==> src/rtl/rst_seq_ctrl.sv <==
// rtl/rst_seq_ctrl.sv - staged reset sequencer with round-robin soft-reset arbiter
//
// Purpose:
//   Sits downstream of the board reset synchronizer. After a power-on reset it
//   holds every downstream domain in reset, then releases the stages in
//   ascending order (memories, core, peripherals). Once idle it accepts level
//   soft-reset requests, grants one at a time round-robin, replays the same
//   staged sequence, and acknowledges the granted requester with a single pulse.
//
// Ports:
//   clk          system clock
//   rst_n        synchronous active-low reset (already synchronized)
//   soft_req     level soft-reset requests, held until the matching soft_ack
//   soft_ack     one-cycle completion pulse to the granted requester
//   stage_rst_n  active-low staged resets, bit 0 released first
//   busy         high while a power-on or soft sequence is in progress
//   last_src     index of the most recently granted requester
module rst_seq_ctrl #(
  parameter int NUM_REQ    = 3,
  parameter int NUM_STAGES = 3,
  parameter int HOLD_CYC   = 16,
  parameter int STAGE_GAP  = 4
) (
  input  logic                       clk,
  input  logic                       rst_n,
  input  logic [NUM_REQ-1:0]         soft_req,
  output logic [NUM_REQ-1:0]         soft_ack,
  output logic [NUM_STAGES-1:0]      stage_rst_n,
  output logic                       busy,
  output logic [$clog2(NUM_REQ)-1:0] last_src
);

  localparam int LW   = $clog2(NUM_REQ);
  localparam int MAXC = (HOLD_CYC > STAGE_GAP) ? HOLD_CYC : STAGE_GAP;
  localparam int CW   = $clog2(MAXC + 1);
  localparam int SW   = $clog2(NUM_STAGES + 1);

  localparam logic [CW-1:0] HOLD_LAST = CW'(HOLD_CYC - 1);
  localparam logic [CW-1:0] GAP_LAST  = CW'(STAGE_GAP - 1);
  localparam logic [SW-1:0] LAST_STG  = SW'(NUM_STAGES - 1);
  localparam logic [LW-1:0] LAST_REQ  = LW'(NUM_REQ - 1);

  typedef enum logic [2:0] {
    ST_POR,
    ST_IDLE,
    ST_ASSERT,
    ST_RELEASE,
    ST_ACK
  } state_t;

  state_t                  state_q, state_d;
  logic [CW-1:0]           cnt_q, cnt_d;
  logic [SW-1:0]           stg_q, stg_d;
  logic [NUM_STAGES-1:0]   stage_q, stage_d;
  logic                    busy_q, busy_d;
  logic [NUM_REQ-1:0]      ack_q, ack_d;
  logic [LW-1:0]           src_q, src_d;
  logic [LW-1:0]           ptr_q, ptr_d;

  // Round-robin pick: rotate the request vector so the pointer position lands
  // at bit 0, take the lowest set bit, then map the offset back to an index.
  logic [2*NUM_REQ-1:0]    req_dbl;
  logic [NUM_REQ-1:0]      req_rot;
  logic                    gnt_vld;
  logic [LW-1:0]           gnt_idx;
  int                      gnt_sum;

  always_comb begin
    req_dbl = {soft_req, soft_req};
    req_rot = NUM_REQ'(req_dbl >> ptr_q);
    gnt_vld = 1'b0;
    gnt_idx = '0;
    gnt_sum = 0;
    for (int i = 0; i < NUM_REQ; i++) begin
      if (!gnt_vld && req_rot[i]) begin
        gnt_vld = 1'b1;
        gnt_sum = int'(ptr_q) + i;
        if (gnt_sum >= NUM_REQ) begin
          gnt_sum = gnt_sum - NUM_REQ;
        end
        gnt_idx = LW'(gnt_sum);
      end
    end
  end

  // Decoded helpers: the stage being released next and the ack one-hot.
  logic [NUM_STAGES-1:0]   rel_mask;
  logic [NUM_REQ-1:0]      ack_onehot;

  always_comb begin
    rel_mask   = '0;
    ack_onehot = '0;
    for (int k = 0; k < NUM_STAGES; k++) begin
      rel_mask[k] = (SW'(k) == stg_q);
    end
    for (int k = 0; k < NUM_REQ; k++) begin
      ack_onehot[k] = (LW'(k) == src_q);
    end
  end

  // The first release waits HOLD_CYC edges, later ones STAGE_GAP edges; the
  // counter restarts on every release so both intervals share one counter.
  logic tick_last;
  assign tick_last = (stg_q == '0) ? (cnt_q == HOLD_LAST) : (cnt_q == GAP_LAST);

  always_comb begin
    state_d = state_q;
    cnt_d   = cnt_q;
    stg_d   = stg_q;
    stage_d = stage_q;
    busy_d  = busy_q;
    ack_d   = '0;
    src_d   = src_q;
    ptr_d   = ptr_q;

    case (state_q)
      // POR shares the hold/release timing with soft sequences; it only
      // differs in where it ends (IDLE without an ack).
      ST_POR, ST_ASSERT, ST_RELEASE: begin
        if (tick_last) begin
          stage_d = stage_q | rel_mask;
          cnt_d   = '0;
          stg_d   = stg_q + SW'(1);
          if (stg_q == LAST_STG) begin
            state_d = (state_q == ST_POR) ? ST_IDLE : ST_ACK;
          end else if (state_q == ST_ASSERT) begin
            state_d = ST_RELEASE;
          end
        end else begin
          cnt_d = cnt_q + CW'(1);
        end
      end

      ST_IDLE: begin
        busy_d  = 1'b0;
        stage_d = '1;
        if (gnt_vld) begin
          src_d   = gnt_idx;
          ptr_d   = (gnt_idx == LAST_REQ) ? '0 : gnt_idx + LW'(1);
          stage_d = '0;
          busy_d  = 1'b1;
          cnt_d   = '0;
          stg_d   = '0;
          state_d = ST_ASSERT;
        end
      end

      // Two edges in ACK: the first raises the pulse, the second drops it and
      // clears busy on the way back to IDLE.
      ST_ACK: begin
        if (ack_q == '0) begin
          ack_d = ack_onehot;
        end else begin
          busy_d  = 1'b0;
          state_d = ST_IDLE;
        end
      end

      default: begin
        state_d = ST_POR;
      end
    endcase
  end

  always_ff @(posedge clk) begin
    if (!rst_n) begin
      state_q <= ST_POR;
      cnt_q   <= '0;
      stg_q   <= '0;
      stage_q <= '0;
      busy_q  <= 1'b1;
      ack_q   <= '0;
      src_q   <= '0;
      ptr_q   <= '0;
    end else begin
      state_q <= state_d;
      cnt_q   <= cnt_d;
      stg_q   <= stg_d;
      stage_q <= stage_d;
      busy_q  <= busy_d;
      ack_q   <= ack_d;
      src_q   <= src_d;
      ptr_q   <= ptr_d;
    end
  end

  assign soft_ack    = ack_q;
  assign stage_rst_n = stage_q;
  assign busy        = busy_q;
  assign last_src    = src_q;

endmodule

==> config.mk <==
export PLATFORM = sky130hd
export DESIGN_NAME = rst_seq_ctrl
export DESIGN_NICKNAME = d
export VERILOG_FILES = /design/src/rtl/rst_seq_ctrl.sv
export SDC_FILE = /design/constraint.sdc
export NUM_CORES = 1
export LEC_CHECK = 0
export CORE_MARGIN = 4
export CORE_UTILIZATION = 40
export DETAILED_ROUTE_END_ITERATION = 10
export MAX_ROUTING_LAYER = met4
export PLACE_DENSITY_LB_ADDON = 0.25
export SYNTH_ARGS = -nofsm -noshare
export SYNTH_HDL_FRONTEND = slang
export SYNTH_SLANG_ARGS = --single-unit
==> constraint.sdc <==
create_clock -name clk -period 2.8 [get_ports clk]
set_input_delay 0.42 -clock clk [delete_from_list [all_inputs] [get_ports clk]]
set_output_delay 0.42 -clock clk [all_outputs]
set_load 0.02 [all_outputs]
After elaboration in Yosys (flattened, before gate mapping)
Index checks and enable logic that the tools add are counted.
{ "totals": {"elab_cells": 85, "ff_bits": 21, "output_inout_bits": 9, "inputBits": 5} }
{ "classes": {"bitwise_logic": 1, "n_reduce_logical": 18, "n_mux": 30, "shifts": 1, "n_eq_ne": 16, "add_sub_neg": 8, "n_lt_le_gt_ge": 3} }
{ "op_table": {"columns": ["op", "n"], "rows": [
  ["3-bit two-way mux", 8],
  ["2-bit two-way mux", 9],
  ["5-bit two-way mux", 2],
  ["5-bit one-hot mux with 2 select lines", 1],
  ["3-bit one-hot mux with 3 select lines", 1],
  ["2-bit AND reduction", 4],
  ["3-bit by 2-bit equality test with 1-bit output, second input constant", 2],
  ["3-bit by 2-bit greater-or-equal comparator with 1-bit output, second input constant", 2],
  ["3-bit zero test", 2],
  ["1-bit two-way mux", 6],
  ["2-bit inequality test, second input constant", 3],
  ["3-bit one-hot mux with 2 select lines", 1],
  ["3-bit AND reduction", 2],
  ["6-bit by 2-bit right shift with 3-bit output", 1],
  ["2-bit subtractor, second input constant", 3],
  ["5-bit by 1-bit adder with 5-bit output, second input constant", 1],
  ["5-bit by 2-bit equality test with 1-bit output, second input constant", 1],
  ["5-bit by 4-bit equality test with 1-bit output, second input constant", 1],
  ["2-bit by 1-bit adder with 2-bit output, second input constant", 2],
  ["1-bit by 2-bit equality test with 1-bit output, first input constant", 2],
  ["2-bit equality test, first input constant", 2],
  ["2-bit equality test, second input constant", 2],
  ["2-bit zero test", 2],
  ["2-bit one-hot mux with 2 select lines", 1],
  ["13 further kinds", 16]
]} }

Depth between registers and ports, before layout
{ "depth": {"ltp_word": 10, "ltp_mapped": 8, "depth_no_buf": 7} }

Worst setup path after synthesis
OpenSTA, ideal clock, no wires.
{ "synth_path": {"kind": "in2reg", "from": "in soft_req[1]", "to": "reg ptr_q[0]", "path_buffers": 1, "stages": 6, "setup_ns": 0.084, "arrival_time_ns": 1.924, "required_time_ns": 2.716, "slack_ns": 0.792, "path_cell_list": "buf_4 > and4b_1 > or4_4 > a2111o_1 > o21a_1 > o31ai_2"} }
{ "synth_via": {"elab_chain_cells": 10, "elab_cells_between_ends": 15, "classes_between": "1 x add/sub; 1 x eq/ne; 1 x shift; 7 x mux; 5 x reduce/logical"} }
{ "synth_rtl": {"columns": ["element", "line_no", "text"], "rows": [
  ["start: declaration", "26", "input logic [NUM_REQ-1:0] soft_req,"],
  ["6-bit by 2-bit right shift with 3-bit output (*)", "70", "req_rot = NUM_REQ'(req_dbl >> ptr_q);"],
  ["1-bit two-way mux", "75", "if (!gnt_vld && req_rot[i]) begin"],
  ["1-bit zero test", "75", null],
  ["1-bit logical AND", "75", null],
  ["1-bit two-way mux", "75", null],
  ["1-bit zero test", "75", null],
  ["1-bit logical AND", "75", null],
  ["2-bit two-way mux", "75", null],
  ["2-bit by 1-bit adder with 2-bit output or 2-bit equality test (tied branches)", "139", "ptr_d = (gnt_idx == LAST_REQ) ? '0 : gnt_idx + LW'(1);"],
  ["2-bit two-way mux", "139", null],
  ["end signal: assignment", "183", "ptr_q <= ptr_d;"],
  ["end: declaration", "58", "logic [LW-1:0] ptr_q, ptr_d;"]
]} }
Every way passes the cells marked *; elsewhere a longest branch is shown, timed or not.
A chain may end at the register's enable or synchronous reset.

Worst setup path in the final report
Same ends and word-level chain as after synthesis.

==> metrics.md <==
| Metric | Value |
|---|---|
| Root buffer cell | clkbuf_4 |
| Number of diodes | 0 |
| Gr usage total | 0.142 |
| Final net count | 177 |
| Worst vdd ir | 0.234 mV |
| Row Count | 20 |
| Largest net degree at the start of global routing | 18 |
| Total wire length | 2730 µm |
| Status | completed |
| Worst-path cell chain | clkdlybuf4s50_1, and4bb_1, or4_4, a2111o_1, o21a_1, o31ai_2 |
| Worst path arrival time | 2540 ps |
| Power Density | 351 nW/µm² |
| Antenna-violating nets left | 0 |
| Die Ht | 64.9 µm |
| F_max | 0.434 GHz |
| Async SR Flop Fraction | 0 |
| Reg clk slew, reported paths | 120 ps |
| RSZ-0062 raised after global routing | false |
| Post-synth EDFFs | 0 |
| H-tree levels | 1 |
| Final Hold Viols | 0 |
| Vias in the first global route | 1132 |
| Seq/Total Area, Yosys | 0.325 |
| Area grow syn2layout | 14.3% |
| CTS Sinks | 21 |
| Mean routed wirelength per cell | 13.1 µm |
| Final setup TNS | 0 ps |
| Yosys top cell area share | 0.325 |
| Cells after DPL | 204 |
| Synth cell count leaders | dfxtp_1, nor2_1, a21oi_1, nand2_1 |
| Share of post-route cells with drive strength above 1 | 0.0854 |
| Critical Path End Type | flop |
| DIE AREA | 4210 µm² |
| Worst path required time | 3040 ps |
| Final cell count without fillers | 208 |
| Cts hold-fix bufs | 0 |
| TritonCTS Buffers | 3 |
| Crit path time final | 2310 ps |
| Syn avg cell area | 8.46 µm² |
| Critical path buffer and inverter count | 1 |
| Top Ports | 14 |
| Library cells used by synthesis | 48 |
| CTS tree | yes |
| Most frequent cell after synthesis | dfxtp_1 |
| Worst skew pair latency | 300 ps |
| Synth area leader | dfxtp_1 |
| Synth Flop Type | dfxtp_1 |
| Post-Syn Area | 1290 µm² |
| Crit Path Max Fanout | 11 |
| 1st-pass router iterations | 4 |
| # port buffers | 13 |
| DP HPWL | 2060 µm |
| Routability congestion estimate | 0.872 |
| CP Class | input pin to flop |
| Initial antenna violation count | 0 |
| Hold Path Class | flop to flop |
| Final worst-path cycle share | 0.824 |
| Core Region | 3080 µm² |
| Top delay family on crit path | compound AO/OA/AOI/OAI gates |
| Post-CTS Setup Inserts | 0 |
| Vias per inst | 5.57 |
| Overall die width | 64.9 µm |
| Slew margin rel. | 0.560 |
| CP max stage cell | clkdlybuf4s50_1 |
| Cts repair resizes | 0 |
| Leak Pwr | 0.558 nW |
| Max Slew Vio Count | 0 |
| CTS max path bufs | 2 |
| Yosys reg bits | 21 |
| DR vias | 1159 |
| Ranking of synthesized cells by area | dfxtp_1, ha_1, a21oi_1 |
| First-pass GRT wire length | 4690 µm |
| Post-layout util | 0.480 |
| Critical Path Start Type | input pin |
| Slew @ Worst Pin | 655 ps |
| Net Count, Synth | 165 |
| Setup Viol. Count Final | 0 |
| Cells after Synth | 153 |
| Filler cell count | 304 |
| Total power | 0.519 mW |
| Final Skew | 2.81 ps |
| Grt total ovfl | 0 |
| WHS | 480 ps |
| # DRC | 0 |
| First-iteration detailed-routing DRC count | 82 |
| YS warnings | 0 |
| Starting Density | 0.420 |
| Max-cap check violation count | 0 |
| CP peak stage delay | 630 ps |
==> cell type report <==
class / instances / area (µm²) / area share
clock buffer: 3 / 22.5 / 0.0152
clock inverter: 1 / 5.00 / 0.00338
inverter: 7 / 26.3 / 0.0178
multi-input combinational: 116 / 797 / 0.539
sequential: 21 / 420 / 0.284
tap: 44 / 55.1 / 0.0372
timing repair buffer: 16 / 153 / 0.103
==> registers in the layout (all words and copies together) (netlist names) <==
register / flops
stage_rst_n: 3
state_q: 3
stg_q: 2
last_src: 2
busy: 1
cnt_q: 5
ptr_q: 2
soft_ack: 3
==> stage by stage <==
| stage | area [µm²] | setup WS (ps) |
|---|---|---|
| after floorplan | 1290 | 792 |
| after global placement | 1450 | 241 |
| after detailed placement | 1450 | 177 |
| after CTS | 1480 | 506 |
| after global routing | 1480 | 435 |
| final | 1480 | 493 |
==> routing by layer <==
layer  GRT usage  part of all wire  vias to the layer above
met3      0.0191             0.022                        4
met5           -                 0                        -
met2       0.268              0.52                       11
li1            -                 -                      582
met1       0.148              0.45                      562
met4      0.0528            0.0099                        0
==> cells by family (layout without fill, tap and decap cells) <==
family	Yosys count	in the layout	share of synthesized area
simple gates	64	64	0.288
compound gates	39	39	0.212
flops	21	21	0.325
buf+inv	16	27	0.0590
fa+ha+maj	8	8	0.0754
mux	4	4	0.0338
xor+xnor	1	1	0.00677
==> power by group <==
| part | internal [mW] | leakage (nW) | switching (mW) |
|---|---|---|---|
| Clock | 0.0533 | 0.0177 | 0.0954 |
| Sequential | 0.306 | 0.170 | 0.00735 |
| Combinational | 0.0283 | 0.371 | 0.0286 |
==> final timing paths <==
path / startpoint / endpoint / slack (ps) / cells past startpoint
hold reg to reg: stage_rst_n[0] / stage_rst_n[0] / 480 / 1
hold / removal: stage_rst_n[0] / stage_rst_n[0] / 480 / 1
setup reg to reg: ptr_q[0] / ptr_q[0] / 630 / 5
setup / recovery: soft_req[1] / ptr_q[0] / 490 / 6
==> layout by cell type (no fill, tap or decap), types with 2 or more instances in the layout <==
master / instances
a22oi_1: 3
o31ai_1: 3
and3_1: 2
inv_1: 7
clkbuf_4: 3
nand3b_1: 3
dfxtp_1: 21
clkdlybuf4s50_1: 13
nand2b_1: 2
buf_4: 3
a211oi_1: 2
nor2b_1: 3
nor4b_1: 3
or4b_1: 2
nor3_1: 5
o21ai_1: 2
mux2_2: 3
ha_1: 7
o21a_1: 4
nor2_1: 14
o21ai_0: 3
nor3b_1: 3
a21oi_1: 12
or3_1: 3
nand3_1: 3
nand2_1: 12
Power figures use the tool's default switching activity.
==> edit (same flow settings) <==
Re-encode `state_t` (5 states) as one-hot, 5 bits wide.
--- a/src/rtl/rst_seq_ctrl.sv
+++ b/src/rtl/rst_seq_ctrl.sv
@@ -41,10 +41,10 @@
   localparam logic [LW-1:0] LAST_REQ  = LW'(NUM_REQ - 1);
 
-  typedef enum logic [2:0] {
-    ST_POR,
-    ST_IDLE,
-    ST_ASSERT,
-    ST_RELEASE,
-    ST_ACK
+  typedef enum logic [4:0] {
+    ST_POR     = 5'b00001,
+    ST_IDLE    = 5'b00010,
+    ST_ASSERT  = 5'b00100,
+    ST_RELEASE = 5'b01000,
+    ST_ACK     = 5'b10000
   } state_t;
 
Behaviour: same outputs for any inputs over 10 cycles, from zero or initial values and one cycle with rst_n low; not proved beyond that.
==> edit against the original RTL <==
  * Non-clock buffer count down 3
  * Core utilization down 2.7 points
  * Wire length up 19%
  * Global-route usage down 0.28 points
  * Design area up 13%
  * Sequential cell count up 2
  * Area after synthesis up 18%
  * Setup slack better by 190 ps
  * Die area up 16%
  * Total power up 12%
  * Highest routed layer unchanged
==> edit: results (changes against the original RTL) <==
DPL_CELL_AREA_UM2=1627  # +12%
POWER.IR.VDD_WORST_uV=187.9  # -20%
NUMBER_OF_WARNING_MESSAGES_IN_THE_YOSYS_LOG=0  # unchanged
GRT_USE_TOTAL_PCT=13.90  # -0.28 points
CTSROOTBUFFERMASTER='clkbuf_8'
BUF_SHARE_PCT=7.784  # -2.5 points
POST-LAYOUT-TOTAL-POWER_mW=0.5821  # +12%
NONCLOCKBUFFERCOUNT=13  # -3
ROUTED_WIRELENGTH_UM=3259  # +19%
LAYOUT-DRIVE-GT1-SHARE_PCT=9.945  # +1.4 points
WORSTPATHARRIVAL_PS=2280  # -260 ps
POST_CTS_RESIZED=0  # unchanged
CLOCK_BUFFERS=4  # +1
POSTSYNTH.TOPFLOPCELL='dfxtp_1'
STDCELL_COUNT=229  # +10%
YS_FF_LATCH=23  # +9.5%
SYN-NUM-NETS=190  # +15%
MULTI_INPUT_GATE_SHARE_OF_TOTAL_CELL_AREA_PCT=56.36  # +2.5 points
MULTI_INPUT_GATES=132  # +14%
CLOCK_CELL_SHARE_OF_AREA_PCT=2.695  # +0.83 points
SEQ_AREA_FRAC_SYNTH_PCT=30.07  # -2.4 points
CRITICAL_PATH_PEAK_FANOUT=12  # +1
ANTENNA_CELLS_INSERTED=0  # unchanged
WELL_TAP_COUNT=48  # +9.1%
YS_TYPES=54  # +13%
MAXIMUM_BUFFER_DEPTH_OF_THE_CLOCK_TREE=2  # unchanged
CLK_LATENCY_PS=270  # -30 ps
NUM_VIAS=1305  # +13%
GRT_MAX_DEGREE=14  # -4
SEQ_SHARE_PCT=27.54  # -0.88 points
CLKSLEWWORSTSETUPHOLDPATHS_PS=80  # -40 ps
NUMBER_OF_SIGNAL_NET_INVERTERS_IN_THE_FINAL_LAYOUT=9  # +2
OUTCOME='completed'
PWR_DENSITY_CELL_nW_PER_UM2=348.2  # -0.84%
LIST_OF_MOST_FREQUENT_POST_SYNTHESIS_CELLS='23 x dfxtp_1, 12 x a21oi_1, 12 x nand2_1, 12 x nand3_1, 11 x nor2_1'
DPL_WORST_SLACK_PS=386.7  # +210.1 ps
DPL.HPWL_UM=2395  # +16%
POST_SYNTH_MAIN_AREA_CONTRIBUTORS='dfxtp_1 30%, ha_1 6.5%, a21oi_1 3.9%'
FILLERS=387  # +27%
GLOBAL_ROUTE_WIRE_LENGTH_BEFORE_REPAIR_UM=5561  # +19%
RELATIVE_SLEW_SLACK_PCT=63.11  # +7.2 points
SYNTH.AVG_CELL_AREA_UM2=8.652  # +2.3%
DESIGN.FINAL.NETS=195  # +10%
STATIC-LEAKAGE-POWER_nW=0.5898  # +5.6%
FINALWEIGHTEDCONGESTION=0.8595  # -1.4%
INITIALDRTVIOLATIONCOUNT=169  # +110%
PLACED_CELLS_INCL_TAPS=225  # +10%
GRT_PASS1_VIAS=1171  # +3.4%
MIN_DELAY_PATH_DEPTH=1  # unchanged
FINCLKSKEW_PS=7.342  # +4.534 ps
edit: cell types whose count changed in the layout (fill, tap and decap cells not counted), moves of 4 or more:
cell | unedited run | this run
o21a_1 | 4 | 0
o211ai_1 | 0 | 6
nand3_1 | 3 | 12
a21o_1 | 0 | 4
edit: power breakdown:
part           leakage [nW]  switching, mW  internal, mW
Combinational         0.381         0.0210        0.0188
Clock                0.0228          0.105         0.102
Sequential            0.186        0.00524         0.331
Total                 0.590          0.131         0.451
edit: cells by family (layout without fill, tap and decap cells):
logic type	after synthesis	after routing	synth area share, %
compound gates	49	49	24.10
flops	23	23	30.07
xor+xnor	3	3	2.206
simple gates	70	70	27.37
buf+inv	22	26	8.414
mux	2	2	1.307
fa+ha+maj	8	8	6.536
edit: path summary, 6_finish.rpt:
| kind | start | slack, ps | end |
|---|---|---|---|
| hold reg to reg | last_src[1]$_SDFFE_PN0P_ | 510 | soft_ack[1]$_SDFF_PN0_ |
| setup / recovery | soft_req[0] | 690 | cnt_q[2]$_SDFFE_PN0P_ |
| hold / removal | last_src[1]$_SDFFE_PN0P_ | 510 | soft_ack[1]$_SDFF_PN0_ |
| setup reg to reg | state_q[0]$_SDFFE_PN1P_ | 840 | cnt_q[2]$_SDFFE_PN0P_ |
edit: layer usage:
| metal | global-route usage (%) | up-vias | part of all wire [%] |
|---|---|---|---|
| li1 | - | 660 | - |
| met1 | 17.62 | 615 | 46 |
| met2 | 22.46 | 26 | 49 |
| met3 | 1.439 | 4 | 2.9 |
| met4 | 5.957 | 0 | 1.2 |
| met5 | - | - | 0 |
edit: worst max-delay path, cell delays in order:
cell	delay (ps)
clkdlybuf4s50_1	660
or3_4	210
nand4b_1	110
a31oi_2	510
o211ai_1	160
and3_1	200
